[src/rtl/lm_multi_logger.sv]
// Multi-source event logger: config, error and UART data events feed one-entry pending
// slots, a round-robin arbiter moves them into a record FIFO drained by a ready/valid port.
module lm_multi_logger #(
    parameter int unsigned NUM_ERR_CH = 2,
    parameter int unsigned ERR_W      = 4,
    parameter int unsigned DATA_W     = 8,
    parameter int unsigned CFG_W      = 4,
    parameter int unsigned PAY_W      = 8,
    parameter int unsigned FIFO_DEPTH = 8
) (
    input  logic                         clk,
    input  logic                         rst_n,
    input  logic                         UART_data_debug_switch,
    input  logic [DATA_W-1:0]            UART_data,
    input  logic                         UART_data_valid,
    input  logic [NUM_ERR_CH*ERR_W-1:0]  err,
    input  logic [NUM_ERR_CH-1:0]        err_valid,
    input  logic [CFG_W-1:0]             config_notification,
    output logic                         out_valid,
    input  logic                         out_ready,
    output logic [1:0]                   out_tag,
    output logic [2:0]                   out_chan,
    output logic [PAY_W-1:0]             out_payload,
    output logic [7:0]                   drop_count
);

    localparam int unsigned NSRC = NUM_ERR_CH + 2;
    localparam int unsigned SW   = $clog2(NSRC);
    localparam int unsigned AW   = $clog2(FIFO_DEPTH);
    localparam int unsigned CW   = AW + 1;
    localparam int unsigned RW   = 2 + 3 + PAY_W;

    logic [CFG_W-1:0] cfg_q;
    logic [NSRC-1:0]  pend_q, pend_d, ev, gnt_vec;
    logic [PAY_W-1:0] pay_q  [NSRC];
    logic [PAY_W-1:0] pay_d  [NSRC];
    logic [PAY_W-1:0] ev_pay [NSRC];
    logic [SW-1:0]    rr_q, rr_d, gnt_idx;
    logic             gnt_any;
    logic [1:0]       push_tag;
    logic [2:0]       push_chan;
    logic [RW-1:0]    mem_q [FIFO_DEPTH];
    logic [AW-1:0]    wr_q, rd_q;
    logic [CW-1:0]    cnt_q, cnt_d;
    logic [7:0]       drop_q, drop_d, ndrop;
    logic [8:0]       drop_sum;
    logic             pop, can_push;

    // Source order: 0 = config, 1..NUM_ERR_CH = error channels, last = UART data
    always_comb begin
        ev = '0;
        for (int s = 0; s < NSRC; s++) ev_pay[s] = '0;
        ev[0]     = (config_notification != cfg_q);
        ev_pay[0] = PAY_W'(config_notification);
        for (int k = 0; k < NUM_ERR_CH; k++) begin
            ev[k+1]     = err_valid[k];
            ev_pay[k+1] = PAY_W'(err[k*ERR_W +: ERR_W]);
        end
        ev[NSRC-1]     = UART_data_valid & UART_data_debug_switch;
        ev_pay[NSRC-1] = PAY_W'(UART_data);
    end

    assign out_valid = (cnt_q != '0);
    assign pop       = out_valid & out_ready;
    assign can_push  = (cnt_q < CW'(FIFO_DEPTH)) | pop;

    // Round-robin search starting at rr_q; first pending slot wins
    always_comb begin
        gnt_any = 1'b0;
        gnt_idx = '0;
        for (int k = 0; k < NSRC; k++) begin
            if (can_push && !gnt_any && pend_q[(int'(rr_q) + k) % NSRC]) begin
                gnt_any = 1'b1;
                gnt_idx = SW'((int'(rr_q) + k) % NSRC);
            end
        end
        rr_d = rr_q;
        if (gnt_any) rr_d = (gnt_idx == SW'(NSRC - 1)) ? '0 : gnt_idx + 1'b1;
        gnt_vec = '0;
        if (gnt_any) gnt_vec[gnt_idx] = 1'b1;
    end

    always_comb begin
        push_tag  = 2'b01;
        push_chan = 3'(gnt_idx - 1'b1);
        if (gnt_idx == '0) begin
            push_tag  = 2'b10;
            push_chan = 3'd0;
        end else if (gnt_idx == SW'(NSRC - 1)) begin
            push_tag  = 2'b00;
            push_chan = 3'd0;
        end
    end

    // A granted slot may reload in the same cycle; a busy, ungranted slot drops the event
    always_comb begin
        ndrop = '0;
        for (int s = 0; s < NSRC; s++) begin
            pend_d[s] = pend_q[s];
            pay_d[s]  = pay_q[s];
            if (ev[s] && (!pend_q[s] || gnt_vec[s])) begin
                pend_d[s] = 1'b1;
                pay_d[s]  = ev_pay[s];
            end else if (ev[s]) begin
                ndrop = ndrop + 8'd1;
            end else if (gnt_vec[s]) begin
                pend_d[s] = 1'b0;
            end
        end
        drop_sum = {1'b0, drop_q} + {1'b0, ndrop};
        drop_d   = drop_sum[8] ? 8'hFF : drop_sum[7:0];
        cnt_d    = cnt_q + CW'(gnt_any) - CW'(pop);
    end

    always_ff @(posedge clk or negedge rst_n) begin
        if (!rst_n) begin
            cfg_q  <= '0;
            pend_q <= '0;
            rr_q   <= '0;
            wr_q   <= '0;
            rd_q   <= '0;
            cnt_q  <= '0;
            drop_q <= '0;
            for (int s = 0; s < NSRC; s++) pay_q[s] <= '0;
            for (int i = 0; i < FIFO_DEPTH; i++) mem_q[i] <= '0;
        end else begin
            cfg_q  <= config_notification;
            pend_q <= pend_d;
            rr_q   <= rr_d;
            cnt_q  <= cnt_d;
            drop_q <= drop_d;
            for (int s = 0; s < NSRC; s++) pay_q[s] <= pay_d[s];
            if (gnt_any) begin
                mem_q[wr_q] <= {push_tag, push_chan, pay_q[gnt_idx]};
                wr_q        <= wr_q + AW'(1);
            end
            if (pop) rd_q <= rd_q + AW'(1);
        end
    end

    assign {out_tag, out_chan, out_payload} = mem_q[rd_q];
    assign drop_count = drop_q;

endmodule
[config.mk]
export PLATFORM = sky130hd
export DESIGN_NAME = lm_multi_logger
export DESIGN_NICKNAME = d
export VERILOG_FILES = /design/src/rtl/lm_multi_logger.sv
export SDC_FILE = /design/constraint.sdc
export NUM_CORES = 1
export LEC_CHECK = 0
export BUFFER_PORTS_ARGS = -buffer_cell sky130_fd_sc_hd__buf_4
export CORE_ASPECT_RATIO = 0.6
export CORE_UTILIZATION = 30
export DETAILED_ROUTE_END_ITERATION = 16
export GPL_ROUTABILITY_DRIVEN = 0
export PLACE_DENSITY = 0.51
export SKIP_CTS_REPAIR_TIMING = 1
export SLEW_MARGIN = 40
export SYNTH_ARGS = -nofsm -noshare
export SYNTH_HDL_FRONTEND = slang
export SYNTH_SLANG_ARGS = --single-unit
[constraint.sdc]
create_clock -name clk -period 5.86 [get_ports clk]
set_input_delay 1.172 -clock clk [delete_from_list [all_inputs] [get_ports clk]]
set_output_delay 1.172 -clock clk [all_outputs]
set_load 0.005 [all_outputs]
==> results.md, run 1 <==
* Outcome: finished clean
* GRT met1 Usage at a little under a quarter
* H-tree Lvls at 4
* CP Max Fanout at 9
* Final ANT Viol Nets at 0
* GR Util met3 at approximately 3.2%
* Initial antenna violation count at 0
* Die span in x at 202.9 um
* Total power at about 5.7 mW
* Worst EP arrival at ~5500 ps
* Per-cell routed wire length at ~19 um
* Most Crowded Layer GR: met1
* Rows at 43
* Min-delay src: mem_q[80]
* Final Hold Vio Count at 0
* P_leak at between 3 and 4 nW
* Period utilization at between 80% and 90%
* Post-Route WL at 17.77 mm
* Crit. End Element: flip-flop
* Final setup fails at 0
* Number of synthesized flops with an enable pin at 0
* RSZ-0062 raised after global routing: no
* Asr flop ratio synth at 100.0%
* Post-Layout Cell Count at between 900 and 1000
* Setup TNS at 0 ps
* Slew HR at 48.56%
* DR iter-0 viols at 306
* Post-synth top area share at between 40% and 50%
* Post-Syn Instances at 559
* Net Count, Synth at slightly above 600
* Crit. Startpoint: cnt_q[3]
* Synth area leaders: dfrtp_1, mux2_2, mux4_2
* Main synth FF type: dfrtp_1
* Flops & latches, synth at between 100 and 150
* Peak VDD IR at around 0.22 mV
* Via count at roughly 4700
* Number of global-route vias before repair at between 4000 and 5000
* Fin crit period at 5190 ps
* Share of cells above drive strength 1 at a little over a third
* Die area at around 25000 um^2
* Number of port buffers at between 40 and 50
* Measured slew at the worst slew-check pin at around 770 ps
* Synth area leader: dfrtp_1
* Drt first pass iters at 4
* Final Skew at 12.11 ps
* Worst-Skew Late Latency at 430 ps
* Final net count at approximately 660
* Avg Cell Area, Syn at around 13 um^2
* TritonCTS Buffers at 17
* DRC at 0
* Final slew viol count at 0
* Die Height at around 120 um
* Register area share after synthesis at between 40% and 50%
* Power Density at between 600 and 700 nW/um^2
* Sink Count at between 100 and 150
* CP startpoint kind: flip-flop
* Area of the core at 23400 um^2
* Yosys warnings at 0
* CTS Buffer Depth at 2
* Synth-to-Final Area Change at 20.20%
* IO Count at about 50
* Hold Crit Class: flip-flop to flip-flop
* Overall routing resource usage at roughly 15%
* Met2 Use GR at about 21%
* Synth unique cells at 60
* Diode count at 0
* Root buffer cell: clkbuf_16
* Commonest non-fill, non-tap cell in the layout: dfrtp_1
* CP required at slightly above 6000 ps
* FMAX at just under 200 MHz
* Placed Cells at about 910
* Critical R2R Launch: cnt_q[3]
* Initial core utilization at approximately 31%
* Global-route wire length before repair at between 20 and 30 mm
* Largest net degree at the start of global routing at between 100 and 150
* CP Class: flip-flop to flip-flop
* Avg Vias per Cell at 4.964
* Clock transition at path regs at approximately 70 ps
* GRT overflow at 0
* Syn Std Cell Area at approximately 7300 um^2
* Highest-count cells in the layout ignoring fill and taps: dfrtp_1, mux2_2, nand2_1
* CTS tree: yes
* Post-DP HPWL at between 10 and 15 mm
* Maxcap violations at 0
==> area by class of cell <==
type	instances	area [um^2]
Clock inverter	12	254.0
Sequential cell	144	3605
Fill cell	2233	14670
Multi-Input combinational cell	364	3435
Tap cell	315	394.1
Inverter	26	97.59
Timing Repair Buffer	63	500.5
Clock buffer	20	446.7
==> sequential cells by signal, indices dropped and copies added, names as in the netlist <==
signal      count
pend_q          4
drop_count      8
cnt_q           4
mem_q          96
wr_q            3
cfg_q           4
pay_q          20
rr_q            2
rd_q            3
==> cells by family (layout without fill, tap and decap cells) <==
kind of cell    count (synthesis)  after routing  synth area share, %
compound gates                 81             81                10.13
xor+xnor                       14             14                1.688
fa+ha+maj                      21             21                3.824
buf+inv                        51            121                3.341
flops                         144            144                49.60
mux                           108            108                21.05
simple gates                  140            140                10.37
==> stage by stage <==
step                setup WS (ps)  util [%]  area, um^2  hold slack, ps
finish                      669.9     37.31        8732           470.3
global route                173.7     37.31        8732           499.9
CTS                         332.2     37.10        8682           476.4
detailed placement          220.6     34.10        7981           461.9
global placement            367.7     33.98        7953           449.9
floorplan                   731.6         -        7264           437.9
==> critical path: stages, from the launching register on <==
cell and delay [ps]:
dfrtp_1 420, inv_1 150, ha_1 180, nor3b_4 300
inv_2 110, a21o_1 230, o21ai_2 200, ha_1 250
inv_1 120, o221ai_1 250, nor2_1 70, ha_1 270
o2111ai_1 100, o31ai_2 120, ha_1 300, mux2_2 300
ha_1 310, mux2_2 270, ha_1 270, a21o_1 180
a21o_1 200, a21oi_1 250, nor3_1 90, mux2i_1 120
==> where the power goes <==
part | internal, mW | switching (mW)
Combinational | 1.25 | 1.40
Sequential | 1.42 | 0.323
Clock | 0.858 | 0.442
==> synth_stat cells, types with 2 or more instances <==
cell	instances
fa_1	2
ha_1	19
nor3_1	2
nand4_1	6
o41ai_1	32
or2_1	2
clkbuf_1	10
and2_1	9
nor2b_1	7
dfrtp_1	144
a21o_1	5
nand2b_1	4
inv_1	24
or4_1	2
nor3_2	8
a2111oi_4	4
o21bai_1	4
nand2_1	68
mux2_4	12
o22ai_1	4
buf_4	3
mux2_2	70
xor2_1	9
xnor2_1	5
nor2_1	12
mux2i_1	2
buf_2	8
nand3_1	3
nor3b_1	4
a21oi_1	4
and3_1	3
o21ai_0	13
buf_6	4
nor4_1	2
mux4_2	24
==> path summary, 6_finish.rpt <==
| path | slack, ps | cells past startpoint | to |
|---|---|---|---|
| max | 670 | 23 | drop_count[7] |
| min | 470 | 2 | mem_q[80] |
| max reg2reg | 670 | 23 | drop_count[7] |
| min reg2reg | 470 | 2 | mem_q[80] |
| max in group asynchronous | 4040 | 3 | mem_q[0] |
| min in group asynchronous | 610 | 1 | mem_q[69] |
==> metal layers <==
layer	wire, um	vias up	share of wire, %
li1	-	2187	-
met3	899	16	5.1
met1	9396	2383	53
met5	0	-	0
met4	189	0	1.1
met2	7279	100	41
(Power assumes the default switching activity.)
==> inputs of run 2 (changes only) <==
- CORE_UTILIZATION: 30 -> 59
- PLACE_DENSITY: 0.51 -> 0.84
==> run 2 against run 1 <==
Against the previous run:
- cell area decreased by 3.9%
- power decreased by 2.9%
- sequential power increased by 3%
- critical path type unchanged
==> results.md, run 2 (same netlist as run 1, synthesis figures left out) <==
* Outcome: finished clean
* Commonest non-fill, non-tap cell in the layout: dfrtp_1
* Per-cell routed wire length at ~22 um
* Share of cells above drive strength 1 at a little over a third
* Area of the core at around 12000 um^2
* R2R cell count at 23
* Final setup fails at 0
* Final ANT Viol Nets at 0
* Largest Register: mem_q
* Placed Cells at ~750
* CTS tree: yes
* Critical Path Max Stage Delay at between 400 and 500 ps
* Worst Path Buf+Inv at 3
* Measured slew at the worst slew-check pin at around 840 ps
* RSZ-0062 raised after global routing: no
* Final Skew at 9.712 ps
* Die area at between 10000 and 15000 um^2
* P_leak at between 3 and 4 nW
* Slew HR at around 44%
* Top cell family by delay on the critical path: adder cells
* Worst EP arrival at about 5500 ps
* Fin crit period at between 5000 and 6000 ps
* Critical-path top delay cell: dfrtp_1
* H-tree Lvls at 4
* Final Hold Vio Count at 0
* Avg Vias per Cell at between 6 and 7
* Root buffer cell: clkbuf_16
* Number of global-route vias before repair at 5152
* DR iter-0 viols at between 600 and 700
* Number of port buffers at 48
* Worst-Skew Late Latency at about 420 ps
* Post-DP HPWL at 11.23 mm
* Sink Count at ~140
* Crit. End Element: flip-flop
* Global-route wire length before repair at ~27 mm
* Maxcap violations at 0
* Initial antenna violation count at 0
* Die span in x at 145.3 um
* Total power at ~5.5 mW
* Largest net degree at the start of global routing at 91
* IO Count at a little under 50
* Clock transition at path regs at around 60 ps
* DRC at 0
* Highest-count cells in the layout ignoring fill and taps: dfrtp_1, mux2_2, nand2_1
* CP startpoint kind: flip-flop
* Via count at 4934
* Diode count at 0
* Final slew viol count at 0
* Synth-to-Final Area Change at 15.57%
* GRT overflow at 0
* Setup TNS at 0 ps
* Die Height at ~88 um
* TritonCTS Buffers at 17
* Final net count at between 600 and 700
* Hold Path Cell Cnt at 2
* Post-Route WL at about 17 mm
* Drt first pass iters at 5
* CTS Buffer Depth at 2
* Hold WS at roughly 480 ps
* Most used cell, CP: ha_1
* CP Class: flip-flop to flip-flop
* FMAX at ~190 MHz
* Rows at 30
* Period utilization at 89.22%
* Power Density at between 600 and 700 nW/um^2
* Cell Chain, Critical Path: inv_1, ha_1, nor3b_4, inv_2, a21o_1, o21ai_2, ha_1, inv_1, o221ai_1, nor2_1, ha_1, o2111ai_1, o31ai_2, ha_1, mux2_2, ha_1, mux2_2, ha_1, a21o_1, a21o_1, a21oi_1, nor3_1, mux2i_1
* Max FFs per register at 96
* Hold Crit Class: flip-flop to flip-flop
* CP Max Fanout at 9
* Overall routing resource usage at 28.75%
* CP required at just over 6000 ps
* Post-Layout Cell Count at between 700 and 800
* Critical path depth at 23
* Initial core utilization at 62.43%
* Peak VDD IR at around 0.26 mV
run 2: cell types whose count changed in the layout (fill, tap and decap cells not counted), sizes merged:
| cell | change |
|---|---|
| inv | -2 |
| clkinv | +4 |
| buf | -3 |
| bufinv | -5 |
| clkbuf | +4 |
run 2: worst paths after layout:
check                           endpoint  slack (ps)       from
hold reg to reg                mem_q[40]         480  mem_q[40]
max in group asynchronous      pay_q[27]        3860      rst_n
hold / removal                 mem_q[40]         480  mem_q[40]
min in group asynchronous      mem_q[84]         810      rst_n
setup / recovery           drop_count[7]         630   cnt_q[3]
setup reg to reg           drop_count[7]         630   cnt_q[3]
run 2: where the power goes:
part | internal (mW) | switching (mW) | leakage, nW
registers | 1.42 | 0.370 | 1.81
clock network | 0.671 | 0.411 | 0.297
logic | 1.25 | 1.41 | 1.73
total | 3.34 | 2.19 | 3.83
run 2: final cells by class:
type                       instances  area [um^2]
clock buffer                      23        488.0
clock inverter                     9        106.4
fill                             762         3241
inverter                          26        97.59
multi-input combinational        364         3435
sequential                       144         3605
tap                              160        200.2
timing repair buffer              61        464.2
run 2: through the flow:
stage | utilization, % | setup slack [ps] | area, um^2
2_1_floorplan | - | 731.6 | 7264
3_3_place_gp | 66.48 | 466.0 | 7736
3_5_place_dp | 66.74 | 263.3 | 7766
4_1_cts | 71.85 | 387.0 | 8361
5_1_grt | 72.15 | 301.1 | 8396
6_report | 72.15 | 631.6 | 8396
run 2: tightest hold or removal path: cells and delay by family, from the launching register on:
family,cells,cell delay (ps)
simple gates,1,50
compound gates,1,50
flops,1,340
run 2: per-layer routing:
metal | vias to the layer above | track usage [%] | wire length, um
li1 | 2176 | - | -
met1 | 2528 | 39.63 | 7530
met2 | 181 | 45.37 | 7956
met3 | 49 | 6.615 | 1122
met4 | 0 | 10.91 | 343
met5 | - | 0 | 0
==> inputs of run 3 (changes only) <==
- ABC_AREA: default -> 1
==> run 3 against run 2 <==
Against the previous run:
- sequential share of layout area up 1.2 points
- register-to-register slack improved by 180 ps
- wire length is 3.2% higher
- global-route usage grew 2.0 points
- first-iteration DRC count decreased by 2.0%
- cell area is 2.7% lower
- flip-flop and latch count did not move
- maximum frequency increased by 0.64%
- synthesized cell count is 50% higher
- worst hold slack better by 7.0 ps
==> results.md, run 3 <==
* Per-cell routed wire length at ~17 um
* CTS tree: yes
* Critical R2R Launch: rr_q[0]
* DRC at 0
* Final slew viol count at 0
* Main synth FF type: dfrtp_1
* CP Max Fanout at 7
* Measured slew at the worst slew-check pin at 732.9 ps
* Commonest non-fill, non-tap cell in the layout: nand2_1
* Fin crit period at 5195 ps
* Number of global-route vias before repair at between 5000 and 6000
* Die area at 12570 um^2
* Global-route wire length before repair at ~29 mm
* FMAX at ~190 MHz
* Sink Count at 144
* Critical Path Max Stage Delay at approximately 450 ps
* Synth-to-Final Area Change at 14.30%
* Initial core utilization at 61.83%
* Largest net degree at the start of global routing at 96
* Area of the core at approximately 12000 um^2
* Post-Syn Instances at 840
* RSZ-0062 raised after global routing: no
* Period utilization at between 80 and 90%
* Crit. End Element: flip-flop
* DR iter-0 viols at roughly 600
* Diode count at 0
* Worst EP arrival at 5540 ps
* Avg Vias per Cell at around 5.7
* CP required at 6200 ps
* Maxcap violations at 0
* Asr flop ratio synth at between 90% and 100%
* TritonCTS Buffers at 17
* Via count at 5982
* Synth top cells by count: nand2_1, dfrtp_1, nor2_1, o21ai_0, a21oi_1
* Synth unique cells at 38
* Number of port buffers at 48
* Root buffer cell: clkbuf_16
* Overall routing resource usage at between 30 and 40%
* Count leader, synth: nand2_1
* Flops & latches, synth at ~140
* Most used cell, CP: nand2_1
* Post-synth top area share at 50.41%
* Synth area leader: dfrtp_1
* Largest Register: mem_q
* Syn Std Cell Area at 7148 um^2
* Final Skew at ~12 ps
* Crit. Startpoint: out_ready
* Register Area at 3605 um^2
* H-tree Lvls at 4
* GRT overflow at 0
* Hold WS at 486.5 ps
* Share of cells above drive strength 1 at between 10% and 20%
* Fillers at 873
* IO Count at 49
* Critical-path top delay cell: fa_1
* Place WS at 319.1 ps
* CP Class: input port to flip-flop
* Yosys warnings at 0
* Die Height at around 87 um
* Min-delay src: mem_q[21]
* Register area share after synthesis at 50.41%
* Final net count at a little over 900
* Die span in x at about 140 um
* Net Count, Synth at roughly 890
* Setup TNS at 0 ps
* Final ANT Viol Nets at 0
* Avg Cell Area, Syn at around 8.5 um^2
* Post-DP HPWL at 11.23 mm
* Synth area leaders: dfrtp_1, nand2_1, o21ai_0
* Final WS setup at 665.1 ps
* Highest-count cells in the layout ignoring fill and taps: nand2_1, dfrtp_1, nor2_1
* Final setup fails at 0
* Worst-Skew Late Latency at around 430 ps
* CTS Buffer Depth at 2
* Max FFs per register at 96
* Outcome: finished clean
* Final Hold Vio Count at 0
* Slew HR at about half
* Clock transition at path regs at 60 ps
* Initial antenna violation count at 0
* Drt first pass iters at 5
* Area of the multi-input gates at a little over 3000 um^2
* Post-Route WL at approximately 17 mm
* Rows at 30
* Number of synthesized flops with an enable pin at 0
* CP startpoint kind: input port
* Hold Crit Class: flip-flop to flip-flop
run 3: final cells by class:
| class | count | area share, % |
|---|---|---|
| tap | 160 | 2.450 |
| sequential | 144 | 44.12 |
| inverter | 78 | 3.614 |
| timing repair buffer | 54 | 5.054 |
| clock buffer | 18 | 5.253 |
| multi-input combinational | 583 | 37.72 |
| clock inverter | 14 | 1.792 |
run 3: logic make-up after synthesis:
| logic type | count (synthesis) | synth area share (%) |
|---|---|---|
| compound gates | 203 | 14.69 |
| xor+xnor | 9 | 1.103 |
| fa+ha+maj | 21 | 3.886 |
| buf+inv | 113 | 6.687 |
| flops | 144 | 50.41 |
| mux | 16 | 2.521 |
| simple gates | 334 | 20.71 |
run 3: path summary, 6_finish.rpt:
| path | to | slack [ps] | cells after the start |
|---|---|---|---|
| max | drop_count[3] | 670 | 28 |
| min | mem_q[21] | 490 | 2 |
| max reg2reg | drop_count[3] | 810 | 29 |
| min reg2reg | mem_q[21] | 490 | 2 |
| max in group asynchronous | pay_q[26] | 3970 | 2 |
| min in group asynchronous | cnt_q[1] | 750 | 1 |
run 3: layer usage:
layer | up-vias | part of all wire (%) | global-route usage, %
met5 | - | 0 | 0
met4 | 0 | 1.9 | 11.32
met3 | 36 | 7.4 | 8.521
met2 | 251 | 44 | 45.32
met1 | 2878 | 47 | 43.50
li1 | 2817 | - | -
run 3: metrics by stage:
stage          std cells  cell area [um^2]  util (%)
3_5_place_dp        1019              7595     65.69
3_3_place_gp        1019              7575     65.52
2_1_floorplan        840              7148         -
4_1_cts             1051              8170     70.67
6_report            1051              8170     70.67
5_1_grt             1051              8170     70.67
run 3: critical path, delay by kind of cell:
family	cells	cell delay, ps
AOI/OAI and AO/OA	4	590
buffers and inverters	6	630
adders and majority gates	5	1590
and+or+nand+nor	13	1560
Power of run 3 is not shown: default switching activity piles up to over one toggle a cycle in this logic, so the estimate is an artifact.
